$ cat config.mk
export PLATFORM = sky130hd
export DESIGN_NAME = dmem_arbiter
export DESIGN_NICKNAME = d
export VERILOG_FILES = /design/src/rtl/dmem_pkg.sv /design/src/rtl/dmem_load_align.sv /design/src/rtl/dmem_arbiter.sv
export SDC_FILE = /design/constraint.sdc
export NUM_CORES = 1
export LEC_CHECK = 0
export ABC_AREA = 1
export CAP_MARGIN = 0
export CELL_PAD_IN_SITES_DETAIL_PLACEMENT = 1
export CELL_PAD_IN_SITES_GLOBAL_PLACEMENT = 2
export CORE_UTILIZATION = 19
export DETAILED_ROUTE_END_ITERATION = 12
export PLACE_DENSITY_LB_ADDON = 0.1
export SLEW_MARGIN = 40
export SYNTH_ARGS = -nofsm -noshare
export SYNTH_HDL_FRONTEND = slang
export SYNTH_SLANG_ARGS = --single-unit
$ cat constraint.sdc
create_clock -name clk -period 4.02 [get_ports clk]
set_clock_uncertainty 0.05 [all_clocks]
set_input_delay 0.804 -clock clk [delete_from_list [all_inputs] [get_ports clk]]
set_output_delay 0.804 -clock clk [all_outputs]
set_load 0.02 [all_outputs]
$ cat src/rtl/dmem_pkg.sv
// dmem_pkg: shared types and helpers for the data-memory arbiter.
//   size_e      - access size encoding carried on mX_size
//   is_illegal  - returns 1 for a misaligned address or an unusable size code
package dmem_pkg;

  typedef enum logic [1:0] {
    SIZE_B = 2'b00,
    SIZE_H = 2'b01,
    SIZE_W = 2'b10
  } size_e;

  // Halfwords need an even address and words need a 4-byte boundary.
  // Bytes are always legal. Size code 11 has no meaning and is always rejected.
  function automatic logic is_illegal(input logic [1:0] size, input logic [1:0] addr_lo);
    logic bad;
    case (size)
      SIZE_B:  bad = 1'b0;
      SIZE_H:  bad = addr_lo[0];
      SIZE_W:  bad = (addr_lo != 2'b00);
      default: bad = 1'b1;
    endcase
    return bad;
  endfunction

endpackage

$ cat src/rtl/dmem_load_align.sv
// dmem_load_align: picks the addressed lane out of the aligned RAM word and
// sign- or zero-extends it to the full data width.
//   rd          - aligned word read from the RAM
//   addr        - low two byte-address bits
//   size        - access size (size_e encoding)
//   is_unsigned - 1 = zero-extend, 0 = sign-extend (ignored for words)
//   data        - extended load result
module dmem_load_align
  import dmem_pkg::*;
#(
  parameter int DATA_W = 32,
  parameter int BYTE_W = 8
) (
  input  logic [DATA_W-1:0] rd,
  input  logic [1:0]        addr,
  input  logic [1:0]        size,
  input  logic              is_unsigned,
  output logic [DATA_W-1:0] data
);

  logic [BYTE_W-1:0]   byte_lane;
  logic [2*BYTE_W-1:0] half_lane;
  logic                fill;

  // Lane selection: byte lane follows both address bits, the half lane
  // only follows addr[1] because odd halfword addresses never get here.
  always_comb begin
    byte_lane = '0;
    case (addr)
      2'd0: byte_lane = rd[0*BYTE_W +: BYTE_W];
      2'd1: byte_lane = rd[1*BYTE_W +: BYTE_W];
      2'd2: byte_lane = rd[2*BYTE_W +: BYTE_W];
      2'd3: byte_lane = rd[3*BYTE_W +: BYTE_W];
      default: byte_lane = '0;
    endcase
    half_lane = addr[1] ? rd[2*BYTE_W +: 2*BYTE_W] : rd[0 +: 2*BYTE_W];
  end

  // Extension: the fill bit is the lane's top bit unless zero-extension was asked for.
  always_comb begin
    data = '0;
    fill = 1'b0;
    case (size)
      SIZE_B: begin
        fill = is_unsigned ? 1'b0 : byte_lane[BYTE_W-1];
        data = {{(DATA_W-BYTE_W){fill}}, byte_lane};
      end
      SIZE_H: begin
        fill = is_unsigned ? 1'b0 : half_lane[2*BYTE_W-1];
        data = {{(DATA_W-2*BYTE_W){fill}}, half_lane};
      end
      SIZE_W:  data = rd;
      default: data = '0;
    endcase
  end

endmodule

$ cat src/rtl/dmem_arbiter.sv
// dmem_arbiter: round-robin access controller placing two load/store
// requesters onto one byte-addressed data RAM port.
//   clk, rst_n            - clock, asynchronous active-low reset
//   mX_req/we/size/...    - request from requester X (0 = CPU LSU, 1 = DMA/debug)
//   mX_gnt                - combinational grant, request consumed this cycle
//   mX_rvalid/rdata/err   - registered response, one cycle after grant
//   ram_a/ram_wd          - RAM address and unshifted store data
//   ram_sb/ram_sh/ram_sw  - one-hot write strobes
//   ram_rd                - combinational aligned-word read data
module dmem_arbiter
  import dmem_pkg::*;
#(
  parameter int ADDRESS_LENGTH = 32,
  parameter int WORD_LENGTH    = 8
) (
  input  logic                      clk,
  input  logic                      rst_n,

  input  logic                      m0_req,
  input  logic                      m0_we,
  input  logic [1:0]                m0_size,
  input  logic                      m0_unsigned,
  input  logic [ADDRESS_LENGTH-1:0] m0_addr,
  input  logic [ADDRESS_LENGTH-1:0] m0_wdata,
  output logic                      m0_gnt,
  output logic                      m0_rvalid,
  output logic [ADDRESS_LENGTH-1:0] m0_rdata,
  output logic                      m0_err,

  input  logic                      m1_req,
  input  logic                      m1_we,
  input  logic [1:0]                m1_size,
  input  logic                      m1_unsigned,
  input  logic [ADDRESS_LENGTH-1:0] m1_addr,
  input  logic [ADDRESS_LENGTH-1:0] m1_wdata,
  output logic                      m1_gnt,
  output logic                      m1_rvalid,
  output logic [ADDRESS_LENGTH-1:0] m1_rdata,
  output logic                      m1_err,

  output logic [ADDRESS_LENGTH-1:0] ram_a,
  output logic [ADDRESS_LENGTH-1:0] ram_wd,
  output logic                      ram_sb,
  output logic                      ram_sh,
  output logic                      ram_sw,
  input  logic [ADDRESS_LENGTH-1:0] ram_rd
);

  logic                      last_gnt;
  logic                      sel;
  logic                      grant_any;
  logic                      g_we;
  logic [1:0]                g_size;
  logic                      g_uns;
  logic [ADDRESS_LENGTH-1:0] g_addr;
  logic [ADDRESS_LENGTH-1:0] g_wdata;
  logic                      illegal;
  logic                      store_ok;
  logic [ADDRESS_LENGTH-1:0] load_data;
  logic [ADDRESS_LENGTH-1:0] resp_data;

  // Arbitration: on a tie the port that did not win last time goes next.
  // Grants are gated by rst_n so nothing is consumed while reset is held.
  always_comb begin
    sel = 1'b0;
    if (m0_req && m1_req) sel = ~last_gnt;
    else if (m1_req)      sel = 1'b1;
    grant_any = (m0_req | m1_req) & rst_n;
    m0_gnt    = grant_any & ~sel;
    m1_gnt    = grant_any &  sel;
  end

  // Request mux for the winning port.
  always_comb begin
    g_we    = sel ? m1_we       : m0_we;
    g_size  = sel ? m1_size     : m0_size;
    g_uns   = sel ? m1_unsigned : m0_unsigned;
    g_addr  = sel ? m1_addr     : m0_addr;
    g_wdata = sel ? m1_wdata    : m0_wdata;
  end

  // RAM drive: idle cycles park the bus at zero; illegal requests are
  // granted but never strobe.
  always_comb begin
    illegal  = is_illegal(g_size, g_addr[1:0]);
    ram_a    = grant_any ? g_addr  : '0;
    ram_wd   = grant_any ? g_wdata : '0;
    store_ok = grant_any & g_we & ~illegal;
    ram_sb   = store_ok & (g_size == SIZE_B);
    ram_sh   = store_ok & (g_size == SIZE_H);
    ram_sw   = store_ok & (g_size == SIZE_W);
  end

  dmem_load_align #(
    .DATA_W (ADDRESS_LENGTH),
    .BYTE_W (WORD_LENGTH)
  ) u_align (
    .rd          (ram_rd),
    .addr        (g_addr[1:0]),
    .size        (g_size),
    .is_unsigned (g_uns),
    .data        (load_data)
  );

  // Stores and rejected requests answer with zero data.
  always_comb begin
    resp_data = (g_we | illegal) ? '0 : load_data;
  end

  // Response registers capture the aligned load at the grant edge, which
  // keeps ram_rd off every output path. Reset drops any pending response.
  always_ff @(posedge clk or negedge rst_n) begin
    if (!rst_n) begin
      last_gnt  <= 1'b1;
      m0_rvalid <= 1'b0;
      m0_rdata  <= '0;
      m0_err    <= 1'b0;
      m1_rvalid <= 1'b0;
      m1_rdata  <= '0;
      m1_err    <= 1'b0;
    end else begin
      m0_rvalid <= m0_gnt;
      m0_err    <= m0_gnt & illegal;
      m0_rdata  <= m0_gnt ? resp_data : '0;
      m1_rvalid <= m1_gnt;
      m1_err    <= m1_gnt & illegal;
      m1_rdata  <= m1_gnt ? resp_data : '0;
      if (grant_any) last_gnt <= sel;
    end
  end

endmodule

## Word-level counts from Yosys, hierarchy flattened

Cells that the tools add are included.

| storage, ports and cells | value |
|---|---|
| logic and storage cells | 49 |
| output and inout port bits | 137 |
| register bits after elaboration | 69 |
| input port bits | 172 |

| cells by class | value |
|---|---|
| eq/ne operators | 5 |
| bitwise logic cells | 15 |
| reductions and logical operators | 4 |
| multiplexer cells | 18 |

Operator list:

| cell | count |
|---|---|
| $mux 32 | 7 |
| $pmux 32 s3 | 1 |
| $pmux 8 s4 | 1 |
| $mux 16 | 1 |
| $and 1x1->1 | 10 |
| $eq 2x2->1 const B | 3 |
| $mux 1 | 6 |
| $eq 2x1->1 const B | 2 |
| $logic_not 2->1 | 2 |
| $not 1->1 | 3 |
| $pmux 1 s3 | 1 |
| $mux 2 | 1 |
| $or 1x1->1 | 2 |
| $reduce_bool 2->1 | 1 |
| $logic_and 1x1->1 | 1 |

## Longest topological paths before layout

| depth | value |
|---|---|
| depth after elaboration | 9 |
| depth in mapped cells | 14 |
| gate-level depth less buffers | 13 |

## Modules after synthesis

Synthesis repeated with hierarchy kept, for this count alone.

| unflattened totals | value |
|---|---|
| cells, all modules | 538 |
| area total of the unflattened synthesis | 4,122.7 um^2 |

By module, submodules not included:

| module | sequential area each (um^2) | area each (um^2) | cells each | instances |
|---|---|---|---|---|
| dmem_arbiter | 1,727.9 | 3,059.2 | 305 | 1 |
| dmem_load_align | 0.0 | 1,063.5 | 233 | 1 |

## Worst setup path before layout

OpenSTA, ideal clock, no wires.

| timing | value |
|---|---|
| path kind | in2out |
| start | in m1_req |
| end | out ram_wd[22] |
| buffers on the path | 2 |
| path slack | 1.096 ns |
| cell stages on the path | 5 |
| required time | 3.166 ns |
| data arrival time | 2.070 ns |
| cells stage by stage | buf_6 > o21ai_1 > nor2_4 > clkbuf_1 > a22o_1 |

| on the way | value |
|---|---|
| cells in the longest elaborated chain, start to end | 4 |
| elaborated cells between the ends (all ways) | 7 |
| those cells by class | mux (4); bitwise (2); reduce/logical (1) |

Ends and longest elaborated chain:

| what | RTL line | text |
|---|---|---|
| start, declared | dmem_arbiter.sv:30 | `input logic m1_req,` |
| $mux 1 / $logic_and 1x1->1 (equally long branches) | dmem_arbiter.sv:67, dmem_arbiter.sv:66 |  |
| $mux 1 | dmem_arbiter.sv:66 | `if (m0_req && m1_req) sel = ~last_gnt;` |
| $mux 32 | dmem_arbiter.sv:79 | `g_wdata = sel ? m1_wdata : m0_wdata;` |
| $mux 32 (*) | dmem_arbiter.sv:87 | `ram_wd = grant_any ? g_wdata : '0;` |
| end, declared | dmem_arbiter.sv:42 | `output logic [ADDRESS_LENGTH-1:0] ram_wd,` |

Every way passes the cells marked *; elsewhere a longest branch is shown, timed or not.

## Worst setup path after layout

| timing | value |
|---|---|
| start | in m0_req |
| end | out ram_wd[22] |

| on the way | value |
|---|---|
| cells in the longest elaborated chain, start to end | 4 |
| elaborated cells between the ends (all ways) | 6 |
| those cells by class | mux (3); bitwise (2); reduce/logical (1) |

Ends and longest elaborated chain:

| what | RTL line | text |
|---|---|---|
| start, declared | dmem_arbiter.sv:19 | `input logic m0_req,` |
| $logic_and 1x1->1 | dmem_arbiter.sv:66 |  |
| $mux 1 | dmem_arbiter.sv:66 |  |
| $mux 32 | dmem_arbiter.sv:79 |  |
| $mux 32 (*) | dmem_arbiter.sv:87 |  |

Marks and branches as above.

==> reports/metrics.csv <==
stage,metric,value,unit
outcome,status,finished clean,
power_and_ir_drop,Reg power frac,0.302,
logic_synthesis,Synth Area in Compound Gates,0.146,
final_layout,Ant. Diodes,0,
timing,Hold Fails Final Rpt,0,
place,placed insts,1178,
final_layout,synth-to-layout area growth,82.8,%
die,Die Span Y,155,um
clock_tree,CTS Root Cell,clkbuf_16,
worst_hold_path,hold endpoint,last_gnt$_DFFE_PN1P_,
detailed_routing,wire length on met1,8860,um
logic_synthesis,#FFs+latches synth,69,
final_layout,share of layout cells above drive strength 1,0.117,
power_and_ir_drop,Switching Fraction,0.318,
detailed_routing,residual DRC count,0,
power_and_ir_drop,Internal,1.62,mW
die,die width,155,um
power_and_ir_drop,Lkg Pwr,3.74,nW
timing,measured slew at the worst slew-check pin,529,ps
timing,Fmax,0.254,GHz
die,die area,24200,um^2
critical_path,reg2reg setup slack,1400,ps
logic_synthesis,post-synthesis sequential area ratio,0.386,
detailed_routing,met3 wire length,1210,um
logic_synthesis,largest family of logic cells by synthesized area,simple AND/OR/NAND/NOR gates,
critical_path,nature of the critical path endpoint,primary output,
final_layout,"non-filler cells, final",1195,
detailed_routing,DR top layer,met4,
clock_tree,H-tree depth,3,
detailed_routing,vias per cell,4.09,
logic_synthesis,Synth Area in XOR/XNOR,0,
critical_path,WP buf/inv,4,
place,GPL Wtd Cong,0.753,
die,# rows,55,
critical_path,"Arr. time, crit path",3080,ps
critical_path,CP Class,primary input to primary output,
critical_path,R2R Path End,m1_rdata[9]$_DFF_PN0_,
place,dpl hpwl,18100,um
clock_tree,TritonCTS Buffers,9,
timing,RSZ-0062 raised after global routing,false,
detailed_routing,final WL,22000,um
logic_synthesis,synth warn,0,
grt,initial antenna violation count,0,
power_and_ir_drop,Logic pwr share,0.379,
critical_path,worst-path cell chain,clkdlybuf4s50_1 > nand2_4 > nand2_4 > inv_1 > nor2_4 > buf_12 > a22o_1 > clkdlybuf4s50_1,
detailed_routing,drt pass-1 iters,4,
logic_synthesis,synth unique cells,26,
logic_synthesis,Avg Inst Size Synth,7.77,um^2
power_and_ir_drop,clock share of power,0.319,
detailed_routing,wire length per cell,18.4,um
clock_tree,clk_lat worst skew,330,ps
critical_path,Worst setup SP type,primary input,
final_layout,post-layout util,0.358,
grt,largest net degree at the start of global routing,66,
clock_tree,clock sinks,69,
critical_path,Critical path origin,m0_req,
detailed_routing,DR WL met2,10800,um
critical_path,CP Max Fanout,32,
critical_path,Top Family by Delay on Critical Path,buffers and inverters,
die,Top-Level Pins,309,
timing,Setup TNS,0,ps
power_and_ir_drop,Switch Pwr,0.759,mW
logic_synthesis,post-synth net total,748,
worst_hold_path,Hold Path Class,flop to flop,
logic_synthesis,Synth Area in Simple Gates,0.367,
detailed_routing,vias,4882,
place,IO buf count,308,
critical_path,CP required,3170,ps
clock_tree,CTS max path bufs,2,
grt,vias in the first global route,5285,
grt,GRT overflow,0,
detailed_routing,DRC violation total after the first TritonRoute iteration,197,
power_and_ir_drop,VDD IR-drop max,225,uV
final_layout,fin nets,1049,
critical_path,crit-path max cell delay,640,ps
die,Starting Density,0.196,
grt,gr usage total,0.176,
timing,Tcrit/Tclk final,0.978,
job,Max Cap Viol,0,
timing,fin. max-slew vios,0,
timing,fin crit period,3930,ps
worst_hold_path,Hold Startpoint,last_gnt$_DFFE_PN1P_,
critical_path,worst reg2reg path startpoint,last_gnt$_DFFE_PN1P_,
worst_hold_path,WHS Path Cells,2,
timing,Final Setup Violations,0,
logic_synthesis,Synth Instances,576,
timing,Rel. slew slack,0.647,
detailed_routing,post-route ant nets,0,
clock_tree,"Setup Fix Bufs, Post-CTS",0,
grt,first-pass GRT wire length,32000,um
clock_tree,CTS tree,done,
logic_synthesis,Post-Syn Area,4470,um^2
timing,worst hold slack,464,ps
die,core region area,22800,um^2
critical_path,worst r2r path cells,12,
critical_path,CP max stage cell,clkdlybuf4s50_1,
clock_tree,clock slew at the register clock pins of the worst setup and hold paths,50,ps
logic_synthesis,Post-Synth Adder-Cell Area,0,
power_and_ir_drop,power per cell area,291,nW/um^2
logic_synthesis,mux cell area share after synthesis,0,
critical_path,CP Depth,8,
## power groups by stage
stage	Combinational, mW	Clock [mW]	Sequential, mW
global route	0.980	0.809	0.721
CTS	0.913	0.781	0.720
floorplan	0.445	0	0.750
global placement	0.903	0	0.732
finish	0.904	0.760	0.720
detailed placement	0.911	0	0.732
## layout by cell type, fill, tap and decap left out, types with 10 or more instances in the layout
cell | Yosys | layout
nand2_1 | 182 | 182
clkbuf_16 | 0 | 10
clkdlybuf4s50_1 | 0 | 305
inv_1 | 49 | 49
a22o_1 | 62 | 62
buf_4 | 7 | 14
nand2_2 | 25 | 25
o21ai_0 | 15 | 15
dfrtp_1 | 68 | 68
nand2_4 | 28 | 28
nand3_1 | 16 | 16
nor2_1 | 72 | 72
## metrics by stage
stage,worst slack [ps],area [um^2],total power [mW]
after floorplan,1100,4470,1.20
after global placement,122,7860,1.63
after detailed placement,76.7,7860,1.64
after CTS,79.9,8150,2.41
after global routing,16.1,8180,2.51
final,87.1,8180,2.38
## area by class of cell
cell class / instances / area (um^2)
multi-input combinational: 417 / 2300
clock buffer: 15 / 258
clock inverter: 1 / 30.0
timing repair buffer: 325 / 3260
sequential: 69 / 1730
tap: 313 / 392
inverter: 55 / 208
fill: 2740 / 14700
## registers in the layout (all words and copies together) (netlist names)
register	flops
m0_rdata	32
m0_err	1
m1_err	1
m0_rvalid	1
m1_rdata	32
m1_rvalid	1
last_gnt	1
## worst max-delay path by stage
stage | to | slack, ps
6_report | ram_wd[22] | 90
4_1_cts | ram_wd[22] | 80
3_3_place_gp | ram_sw | 120
2_1_floorplan | ram_wd[22] | 1100
5_1_grt | ram_wd[22] | 20
3_5_place_dp | ram_wd[22] | 80
## cells by family (layout without fill, tap and decap cells)
family,count (synthesis),count (layout)
buf+inv,90,396
simple gates,335,335
flops,69,69
compound gates,82,82
## synthesized netlist by cell type (all sizes together)
library cell  instances  area share
dfstp                 1      0.0059
buf                  26       0.047
nor2                 79       0.078
nand3b                2      0.0034
clkbuf                9      0.0075
a22o                 62        0.12
nand3                19       0.028
nand2               235        0.26
inv                  54       0.045
dfrtp                68        0.38
o21ai                20       0.025
clkinv                1     0.00084
## layer usage
layer  GRT usage  up-vias
met5           0        -
met4      0.0957        0
met3      0.0315       38
met2       0.309      180
met1       0.204     2245
li1            -     2419
## timing repair
item                       4_1_cts  5_1_grt
setup endpoints to repair        0        4
resized for setup                0        1
hold buffers                     0        0
## worst min-delay path, stage by stage (launching register included)
cell and delay, ps:
dfstp_2 390, nand2_1 70, nand2_1 50
Note: power is estimated with default switching activity, not from simulation.
